===== config.mk =====
export PLATFORM = sky130hd
export DESIGN_NAME = mem_port_arb
export DESIGN_NICKNAME = d
export VERILOG_FILES = /design/src/rtl/rt_pkg.sv /design/src/rtl/mem_port_arb_idfifo.sv /design/src/rtl/mem_port_arb.sv
export SDC_FILE = /design/constraint.sdc
export NUM_CORES = 1
export LEC_CHECK = 0
export BUFFER_PORTS_ARGS = -buffer_cell sky130_fd_sc_hd__buf_2
export CORE_AREA = 2 2 143 145
export DETAILED_ROUTE_END_ITERATION = 12
export DIE_AREA = 0 0 145 147
export GPL_TIMING_DRIVEN = 0
export PLACE_DENSITY = 0.42
export REMOVE_ABC_BUFFERS = 1
export SLEW_MARGIN = 40
export SYNTH_ARGS = -nofsm -noshare
export SYNTH_HDL_FRONTEND = slang
export SYNTH_HIERARCHICAL = 1
export SYNTH_SLANG_ARGS = --single-unit

===== constraint.sdc =====
create_clock -name clk -period 6.4 [get_ports clk]
set_input_delay 0.96 -clock clk [delete_from_list [all_inputs] [get_ports clk]]
set_output_delay 0.96 -clock clk [all_outputs]
set_load 0.02 [all_outputs]

===== src/rtl/rt_pkg.sv =====
// Shared types for the memory port arbiter: arbiter FSM states and the
// width-independent control parts of the request and response.
package rt_pkg;

    typedef enum logic {
        ARB_IDLE   = 1'b0,
        ARB_LOCKED = 1'b1
    } arb_state_e;

    // Control part of the selected request; addr/wdata/be are forwarded as
    // plain vectors because their widths are module parameters.
    typedef struct packed {
        logic valid;
        logic we;
        logic lock;
    } req_ctrl_t;

    typedef struct packed {
        logic valid;
        logic err;
    } rsp_ctrl_t;

endpackage


===== src/rtl/mem_port_arb_idfifo.sv =====
// In-order FIFO of requester indices for accepted-but-unanswered transactions.
module mem_port_arb_idfifo #(
    parameter int Depth = 4,
    parameter int Width = 2
) (
    input  logic             clk,
    input  logic             rst_n,
    input  logic             push,
    input  logic [Width-1:0] push_id,
    input  logic             pop,
    output logic             full,
    output logic             empty,
    output logic [Width-1:0] head_id
);

    localparam int PtrW = $clog2(Depth);
    localparam int CntW = PtrW + 1;

    logic [Width-1:0] id_mem [Depth];
    logic [PtrW-1:0]  wr_ptr;
    logic [PtrW-1:0]  rd_ptr;
    logic [CntW-1:0]  count;
    logic             do_push;
    logic             do_pop;

    assign full    = (count == CntW'(Depth));
    assign empty   = (count == '0);
    assign do_push = push & ~full;
    assign do_pop  = pop & ~empty;
    assign head_id = id_mem[rd_ptr];

    // Depth is a power of two, so pointers wrap naturally.
    always_ff @(posedge clk or negedge rst_n) begin
        if (!rst_n) begin
            wr_ptr <= '0;
            rd_ptr <= '0;
            count  <= '0;
        end else begin
            if (do_push) wr_ptr <= wr_ptr + PtrW'(1);
            if (do_pop)  rd_ptr <= rd_ptr + PtrW'(1);
            case ({do_push, do_pop})
                2'b10:   count <= count + CntW'(1);
                2'b01:   count <= count - CntW'(1);
                default: count <= count;
            endcase
        end
    end

    always_ff @(posedge clk) begin
        if (do_push) id_mem[wr_ptr] <= push_id;
    end

endmodule


===== src/rtl/mem_port_arb.sv =====
// Round-robin arbiter with burst locking, merging NumReq requesters onto one
// memory port; in-order responses are steered back via an ID FIFO.
module mem_port_arb
    import rt_pkg::*;
#(
    parameter int NumReq         = 3,
    parameter int AddrWidth      = 32,
    parameter int DataWidth      = 32,
    parameter int MaxOutstanding = 4
) (
    input  logic                          clk,
    input  logic                          rst_n,
    input  logic [NumReq-1:0]             req_i,
    input  logic [NumReq-1:0]             lock_i,
    input  logic [NumReq-1:0]             we_i,
    input  logic [NumReq*AddrWidth-1:0]   addr_i,
    input  logic [NumReq*DataWidth-1:0]   wdata_i,
    input  logic [NumReq*DataWidth/8-1:0] be_i,
    output logic [NumReq-1:0]             gnt_o,
    output logic [NumReq-1:0]             rvalid_o,
    output logic [NumReq-1:0]             err_o,
    output logic [DataWidth-1:0]          rdata_o,
    output logic                          mem_req_o,
    output logic                          mem_we_o,
    output logic [AddrWidth-1:0]          mem_addr_o,
    output logic [DataWidth-1:0]          mem_wdata_o,
    output logic [DataWidth/8-1:0]        mem_be_o,
    input  logic                          mem_gnt_i,
    input  logic                          mem_rvalid_i,
    input  logic                          mem_err_i,
    input  logic [DataWidth-1:0]          mem_rdata_i,
    output logic                          spurious_o
);

    localparam int IdxW = $clog2(NumReq);
    localparam int BeW  = DataWidth / 8;

    arb_state_e      state, state_nxt;
    logic [IdxW-1:0] owner, owner_nxt;
    logic [IdxW-1:0] rr_ptr;
    logic [NumReq-1:0] eligible;
    logic [IdxW-1:0] sel_idx;
    req_ctrl_t       sel_ctrl;
    rsp_ctrl_t       rsp;
    logic            accept;
    logic            fifo_full;
    logic            fifo_empty;
    logic [IdxW-1:0] head_id;

    // While locked only the owner may be granted, even if it is idle.
    always_comb begin
        if (state == ARB_LOCKED) eligible = req_i & (NumReq'(1) << owner);
        else                     eligible = req_i;
    end

    always_comb begin
        int cand;
        cand           = 0;
        sel_idx        = '0;
        sel_ctrl.valid = 1'b0;
        for (int off = 1; off <= NumReq; off++) begin
            cand = (int'(rr_ptr) + off) % NumReq;
            if (!sel_ctrl.valid && eligible[cand]) begin
                sel_ctrl.valid = 1'b1;
                sel_idx        = IdxW'(cand);
            end
        end
        sel_ctrl.we   = we_i[sel_idx];
        sel_ctrl.lock = lock_i[sel_idx];
    end

    // A full FIFO blocks requests without looking at mem_rvalid_i, keeping
    // the response path free of any combinational loop into mem_req_o.
    assign mem_req_o   = sel_ctrl.valid & ~fifo_full & rst_n;
    assign accept      = mem_req_o & mem_gnt_i;
    assign gnt_o       = accept ? (NumReq'(1) << sel_idx) : '0;
    assign mem_we_o    = sel_ctrl.we;
    assign mem_addr_o  = addr_i[sel_idx*AddrWidth +: AddrWidth];
    assign mem_wdata_o = wdata_i[sel_idx*DataWidth +: DataWidth];
    assign mem_be_o    = be_i[sel_idx*BeW +: BeW];

    assign rsp.valid = mem_rvalid_i & ~fifo_empty & rst_n;
    assign rsp.err   = mem_err_i;
    assign rvalid_o  = rsp.valid ? (NumReq'(1) << head_id) : '0;
    assign err_o     = (rsp.valid & rsp.err) ? (NumReq'(1) << head_id) : '0;
    assign rdata_o   = mem_rdata_i;

    mem_port_arb_idfifo #(
        .Depth (MaxOutstanding),
        .Width (IdxW)
    ) u_idfifo (
        .clk     (clk),
        .rst_n   (rst_n),
        .push    (accept),
        .push_id (sel_idx),
        .pop     (mem_rvalid_i),
        .full    (fifo_full),
        .empty   (fifo_empty),
        .head_id (head_id)
    );

    always_comb begin
        state_nxt = state;
        owner_nxt = owner;
        case (state)
            ARB_IDLE: begin
                if (accept && sel_ctrl.lock) begin
                    state_nxt = ARB_LOCKED;
                    owner_nxt = sel_idx;
                end
            end
            ARB_LOCKED: begin
                if (!lock_i[owner]) state_nxt = ARB_IDLE;
            end
            default: state_nxt = ARB_IDLE;
        endcase
    end

    // rr_ptr resets to the last index so requester 0 wins the first search.
    always_ff @(posedge clk or negedge rst_n) begin
        if (!rst_n) begin
            state      <= ARB_IDLE;
            owner      <= '0;
            rr_ptr     <= IdxW'(NumReq - 1);
            spurious_o <= 1'b0;
        end else begin
            state <= state_nxt;
            owner <= owner_nxt;
            if (accept) rr_ptr <= sel_idx;
            if (mem_rvalid_i && fifo_empty) spurious_o <= 1'b1;
        end
    end

endmodule


# Yosys cells after proc, flatten, opt, wreduce, memory -nomap -nowiden
# Memory sizes are Yosys's and may differ from the RTL's.
# Index checks and enable logic that the tools add are counted.
# W data, S select, Z words.
[word_totals] memories=1 ff_bits=13 mem_bits_ro=0 in_bits=250 ramBits=8 latchBits=0 output_inout_bits=112 word_cells=83
[memory_table] memory="u_idfifo.id_mem" words=4 word_bits=2 read_ports=1 rd_clocked_by_memory_dff=0 wr=1 line_no="mem_port_arb_idfifo.sv:19" text="logic [Width-1:0] id_mem [Depth];"
[classes] bitwise_logic=11 div_mod_pow=3 n_reduce_logical=9 muxes=31 n_addsub=7 n_eq_ne=3 n_mul=0 order_cmp=5 n_shift=6
[ops] cell="$shiftx A96 B8 Y32" n=2
[ops] cell="$lt A32 B4 Y1 const B" n=3
[ops] cell="$mod A32 B3 Y32 const B" n=3
[ops] cell="$mux W1" n=16
[ops] cell="$bmux W1 S2" n=6
[ops] cell="$mux W3" n=4
[ops] cell="$shiftx A12 B5 Y4" n=1
[ops] cell="$shl A1 B2 Y3 const A" n=3
[ops] cell="$and A1 B1 Y1" n=7
[ops] cell="$add A2 B2 Y3 const B" n=2
[ops] cell="$lt A2 B3 Y1 const B" n=2
[ops] cell="$mux W2" n=3
[ops] cell="$pmux W3 S2" n=1
[ops] cell="$add A2 B1 Y2 const B" n=2
[ops] cell="$logic_and A1 B1 Y1" n=4
[ops] cell="$add A2 B1 Y3 const B" n=1
[ops] cell="$add A3 B1 Y3 const B" n=1
[ops] cell="$and A3 B3 Y3" n=1
[ops] cell="$eq A3 B3 Y1 const B" n=1
[ops] cell="$logic_not A3 Y1" n=1
[ops] cell="$not A1 Y1" n=3
[ops] cell="$sub A3 B1 Y3 const B" n=1
[ops] cell="$eq A2 B1 Y1 const B" n=1
[ops] cell="$eq A2 B2 Y1 const B" n=1
[ops] cell="4 further kinds" n=5

# Depth between registers and ports, before layout
[logic_depth] ltp_word=19 ltp_mapped=16 mapped_depth_nobuf=16

# Cells and area by module
# The synthesis kept the hierarchy.
[by_module_without_submodules] module="mem_port_arb" seq_area_each_um2=151.4 area_per_inst_um2=2064.5 cells_per_inst=330 instances=1
[by_module_without_submodules] module="mem_port_arb_idfifo" seq_area_each_um2=415.4 area_per_inst_um2=725.7 cells_per_inst=47 instances=1

# Least setup slack after synthesis
# Ideal clock, no wire load.
[synth_path] kind="in2out" startpoint="in req_i[0]" endpoint="out gnt_o[0]" slack_ns=2.860 arrival_ns=2.580 path_stages=6 path_buffers=2 cell_sequence="or3b_1 -> a311o_1 -> nor4bb_1 -> buf_2 -> buf_2 -> nor3_1"
[synth_between] word_cells_on_any_way=26
[synth_rtl] element="start: declaration" line_no="mem_port_arb.sv:13" text="input logic [NumReq-1:0] req_i,"
[synth_rtl] element="$and A3 B3 Y3" line_no="mem_port_arb.sv:52" text="if (state == ARB_LOCKED) eligible = req_i & (NumReq'(1) << owner);"
[synth_rtl] element="$mux W3 *" line_no="mem_port_arb.sv:52"
[synth_rtl] element="$bmux W1 S2" line_no="mem_port_arb.sv:63" text="if (!sel_ctrl.valid && eligible[cand]) begin"
[synth_rtl] element="$mux W1 (not written as such) (2 in a row)" line_no="mem_port_arb.sv:63"
[synth_rtl] element="$mux W1" line_no="mem_port_arb.sv:63"
[synth_rtl] element="$logic_not A1 Y1" line_no="mem_port_arb.sv:63"
[synth_rtl] element="$logic_and A1 B1 Y1" line_no="mem_port_arb.sv:63"
[synth_rtl] element="$mux W1" line_no="mem_port_arb.sv:63"
[synth_rtl] element="$logic_not A1 Y1" line_no="mem_port_arb.sv:63"
[synth_rtl] element="$logic_and A1 B1 Y1" line_no="mem_port_arb.sv:63"
[synth_rtl] element="$mux W2 *" line_no="mem_port_arb.sv:63"
[synth_rtl] element="net sel_idx[0]" line_no="mem_port_arb.sv:42" text="logic [IdxW-1:0] sel_idx;"
[synth_rtl] element="$shl A1 B2 Y3 *" line_no="mem_port_arb.sv:76" text="assign gnt_o = accept ? (NumReq'(1) << sel_idx) : '0;"
[synth_rtl] element="$mux W3 *" line_no="mem_port_arb.sv:76"
[synth_rtl] element="end: declaration" line_no="mem_port_arb.sv:19" text="output logic [NumReq-1:0] gnt_o,"
# Mark *: on every way through the listed nets, which the timed path passes. The rest lies on a longest branch. The select of a mux whose other input is x is not followed.

# Worst setup path after layout
[layout_path] startpoint="in req_i[0]" endpoint="out mem_addr_o[31]"
[layout_between] elab_chain_len=13 word_cells_on_any_way=21
[layout_rtl] element="$and A3 B3 Y3" line_no="mem_port_arb.sv:52"
[layout_rtl] element="$mux W3 *" line_no="mem_port_arb.sv:52"
[layout_rtl] element="$bmux W1 S2" line_no="mem_port_arb.sv:63"
[layout_rtl] element="$mux W1 (not written as such) (2 in a row)" line_no="mem_port_arb.sv:63"
[layout_rtl] element="$mux W1" line_no="mem_port_arb.sv:63"
[layout_rtl] element="$logic_not A1 Y1" line_no="mem_port_arb.sv:63"
[layout_rtl] element="$logic_and A1 B1 Y1" line_no="mem_port_arb.sv:63"
[layout_rtl] element="$mux W1" line_no="mem_port_arb.sv:63"
[layout_rtl] element="$logic_not A1 Y1" line_no="mem_port_arb.sv:63"
[layout_rtl] element="$logic_and A1 B1 Y1" line_no="mem_port_arb.sv:63"
[layout_rtl] element="$mux W2 *" line_no="mem_port_arb.sv:63"
[layout_rtl] element="$shiftx A96 B8 Y32 *" line_no="mem_port_arb.sv:78" text="assign mem_addr_o = addr_i[sel_idx*AddrWidth +: AddrWidth];"
[layout_rtl] element="end: declaration" line_no="mem_port_arb.sv:25" text="output logic [AddrWidth-1:0] mem_addr_o,"
# Every way passes the cells marked *; elsewhere a longest branch is shown, timed or not. The select of a mux whose other input is x is not followed.

==> implementation parameters <==
Parameter                              Value

Yosys
  Synthesized flop and latch total    21
  Count of cell types in the netlist    48
  Cell type contributing the most total cell area after synthesis    nand2_1
  Top FF cell, synth    dfrtp_1
  Number of enable flip-flop cells after synthesis    8
  Count of mapped cells out of synthesis    377
  Mean cell area of the mapped netlist    7.40 um^2
  Async S/R FF share, synth    0.619
  Sequential share of the synthesized area    0.203
  Synthesized cell area    2790 um^2
  Area share of the largest cell type after synthesis    0.192
  Ys Warns    6
  Cell types occupying the most area after synthesis    nand2_1, a22oi_1, dfrtp_1

Timing
  # setup viols final    0
  Final Hold Vio Count    0
  Minimum clock period after layout    4.35 ns
  Hold_ws    0.456 ns
  Period utilisation layout    0.680
  Setup repair after global routing missed its margin    false
  Post-route setup TNS    0 ns
  Final Worst Setup Slack    2.05 ns
  Final Slew Violations    0
  Setup Skew    0.00307 ns
  Peak Freq    230 MHz
  Worst slew margin    0.579
  Transition time at the pin with the least slew margin    0.626 ns

Clock tree
  Number of hold buffers added after CTS    0
  Clock root buffer master    clkbuf_16
  CTS sink count    21
  Clock-pin slew on the worst setup and hold paths    0.06 ns
  TritonCTS clock tree    yes
  H-tree levels    1
  Maximum buffer depth of the clock tree    2
  Count of instances resized after the clock tree is built    0
  Post CTS Setup Buffer Count    0
  Clock network latency to the later pin of the worst-skew pair    0.25 ns
  Number of clock buffers inserted by TritonCTS    3

Worst setup path
  Internal reg-to-reg setup slack    3.39 ns
  Worst reg2reg endpoint    u_idfifo/count[2]
  Series of cell instances along the critical path    buf_2, or3b_1, a311o_1, nor4bb_4, buf_4, buf_4, buf_4, buf_4, buf_4, a22oi_1, nand2_1, buf_2
  Kind of end point of the critical path    primary output
  Stages on the worst setup path    12
  Critical path launch point type    input pin
  Cell family with the largest share of critical-path delay    buffers and inverters
  Largest fanout of any net on the critical path    10
  Worst setup path end    mem_addr_o[31]
  CP Data Arrival Time    3.39 ns
  Worst setup path class    in -> out
  Register-to-Register Path Depth    14
  Buffering stage count on the worst path with inverters included    7
  Slowest cell on crit path    or3b_1
  Slowest Stage Delay on Critical Path    0.35 ns
  Start point of the critical path    req_i[0]
  Data required time at the worst endpoint    5.44 ns
  Launch instance of the worst register-to-register path    owner[0]
  Cell repeated most along the worst path    buf_4

Floorplanning
  Horizontal die dimension    145 um
  Die area    21300 um^2
  Core region area    19800 um^2
  Boundary Pins    362
  Placement Rows    52
  Die extent in y    147 um
  Starting Density    0.141

Job
  Max Cap Violations    0

Route
  Count of routing violations after the opening detailed-route iteration    104
  Routed wire length per instance    14.6 um
  Wire length after detailed routing    13.2 mm
  DR vias/cell    4.02
  Number of routed nets with antenna violations    0
  Remaining routing DRC violations    0
  Total iterations of the first detailed-routing run    4
  Vias    3635

GRT
  Maximum number of pins on one net before global-route repair    43
  Number of global-route vias before repair    3688
  All-layer global routing usage    0.116
  Antenna violations before repair    1
  Total congestion overflow after global routing    0
  First-pass GRT wire length    19.7 mm

Placement
  Placed instance area    4360 um^2
  Minimum setup slack after placement    2.00 ns
  DP HPWL    11.4 mm
  Number of I/O port buffers    297
  Final GP Congestion    0.734

Final layout
  Share of layout cells above drive strength 1    0.535
  Final Net Count    894
  Area growth from synthesis to layout    59.1%
  Combined area of the multi-input logic cells    1790 um^2
  Filler cell count    2274
  # diodes    0
  Final std cell area, no fill    4440 um^2
  Utilization after layout    0.224
  FF/Latch Area    567 um^2

Status
  Outcome    completed

Power
  Maximum resistive drop on vdd    0.200 mV
  Pwr dens    521 nW/um^2
  Leak Pwr    2.47 nW

Worst hold path
  HP Class    reg -> reg
==> sequential cells by signal (all words and copies together), names as in the netlist <==
register	count
state	1
rr_ptr	2
u_idfifo/wr_ptr	2
u_idfifo/count	3
owner	2
spurious_o	1
u_idfifo/id_mem	8
u_idfifo/rd_ptr	2
==> worst min path at each step <==
stage                       start                  to  slack (ns)  cells past startpoint
6_report               spurious_o          spurious_o        0.46                      1
5_1_grt                spurious_o          spurious_o        0.47                      1
4_1_cts                spurious_o          spurious_o        0.46                      1
3_5_place_dp           spurious_o          spurious_o        0.45                      1
3_3_place_gp           spurious_o          spurious_o        0.44                      1
2_1_floorplan  u_idfifo/rd_ptr[1]  u_idfifo/rd_ptr[1]        0.48                      1
==> cell type report <==
| cell class | count | area share |
|---|---|---|
| Tap cell | 270 | 0.0761 |
| Sequential cell | 21 | 0.128 |
| Multi-Input combinational cell | 289 | 0.404 |
| Timing Repair Buffer | 310 | 0.365 |
| Clock buffer | 3 | 0.0169 |
| Clock inverter | 1 | 0.00169 |
| Inverter | 11 | 0.00930 |
==> kinds of logic after synthesis <==
group,Yosys count,share of synthesized area
AND/OR/NAND/NOR,180,0.283
AO/OA/AOI/OAI,87,0.253
buffers and inverters,67,0.163
flip-flops,21,0.203
adder cells (fa/ha/maj),9,0.0422
multiplexers,7,0.0368
XOR/XNOR,6,0.0188
==> metal layers <==
layer / share of wire / global-route usage
met2: 0.47 / 0.195
met4: 0.0086 / 0.0158
met3: 0.13 / 0.0674
met5: 0.0080 / 0.0409
met1: 0.38 / 0.128
==> synthesized netlist by cell type (2+ instances only) <==
| cell | n |
|---|---|
| mux4_2 | 2 |
| o21a_1 | 2 |
| inv_1 | 11 |
| nor2_1 | 5 |
| nand2_1 | 143 |
| mux2_2 | 2 |
| and2_1 | 5 |
| nor3_1 | 4 |
| nand3_1 | 3 |
| clkbuf_1 | 5 |
| o21ai_0 | 3 |
| and2_2 | 2 |
| xor2_1 | 3 |
| nor2b_1 | 3 |
| and3_1 | 3 |
| buf_6 | 9 |
| dfrtp_1 | 12 |
| buf_4 | 33 |
| a21oi_1 | 3 |
| nand3b_1 | 2 |
| mux2i_1 | 2 |
| a22oi_1 | 59 |
| edfxtp_1 | 8 |
| a32o_1 | 2 |
| buf_2 | 9 |
| ha_1 | 7 |
| xnor2_1 | 3 |
| nand2b_1 | 3 |
| a22oi_2 | 10 |
==> stage by stage <==
step	std cells	power [W]
2_1_floorplan	321	0.00150
3_3_place_gp	888	0.00194
3_5_place_dp	901	0.00222
4_1_cts	905	0.00236
5_1_grt	905	0.00254
6_report	905	0.00232
==> placed cells by master, fill, tap and decap left out, types with 4 or more instances in the layout <==
cell and count:
a22oi_1 59, a22oi_2 10, and2_1 5, buf_2 297, buf_4 9, dfrtp_1 12, edfxtp_1 8, ha_1 7
inv_1 11, nand2_1 143, nor2_1 5, nor3_1 4
==> power by group <==
group / switching [W] / internal (W)
combinational: 0.00122 / 0.000722
sequential: 0.0000485 / 0.000197
clock: 0.0000480 / 0.0000845
total: 0.00131 / 0.00100
==> worst register-to-register path: cells and delay by family, from the launching register on <==
family	cells	cell delay (ns)
adders and majority gates	2	0.54
AOI/OAI and AO/OA	2	0.77
and+or+nand+nor	5	0.72
DFF	1	0.44
xor gates and xnor gates	2	0.29
buffers and inverters	3	0.18
No activity file was read; power rests on OpenSTA's default activity.
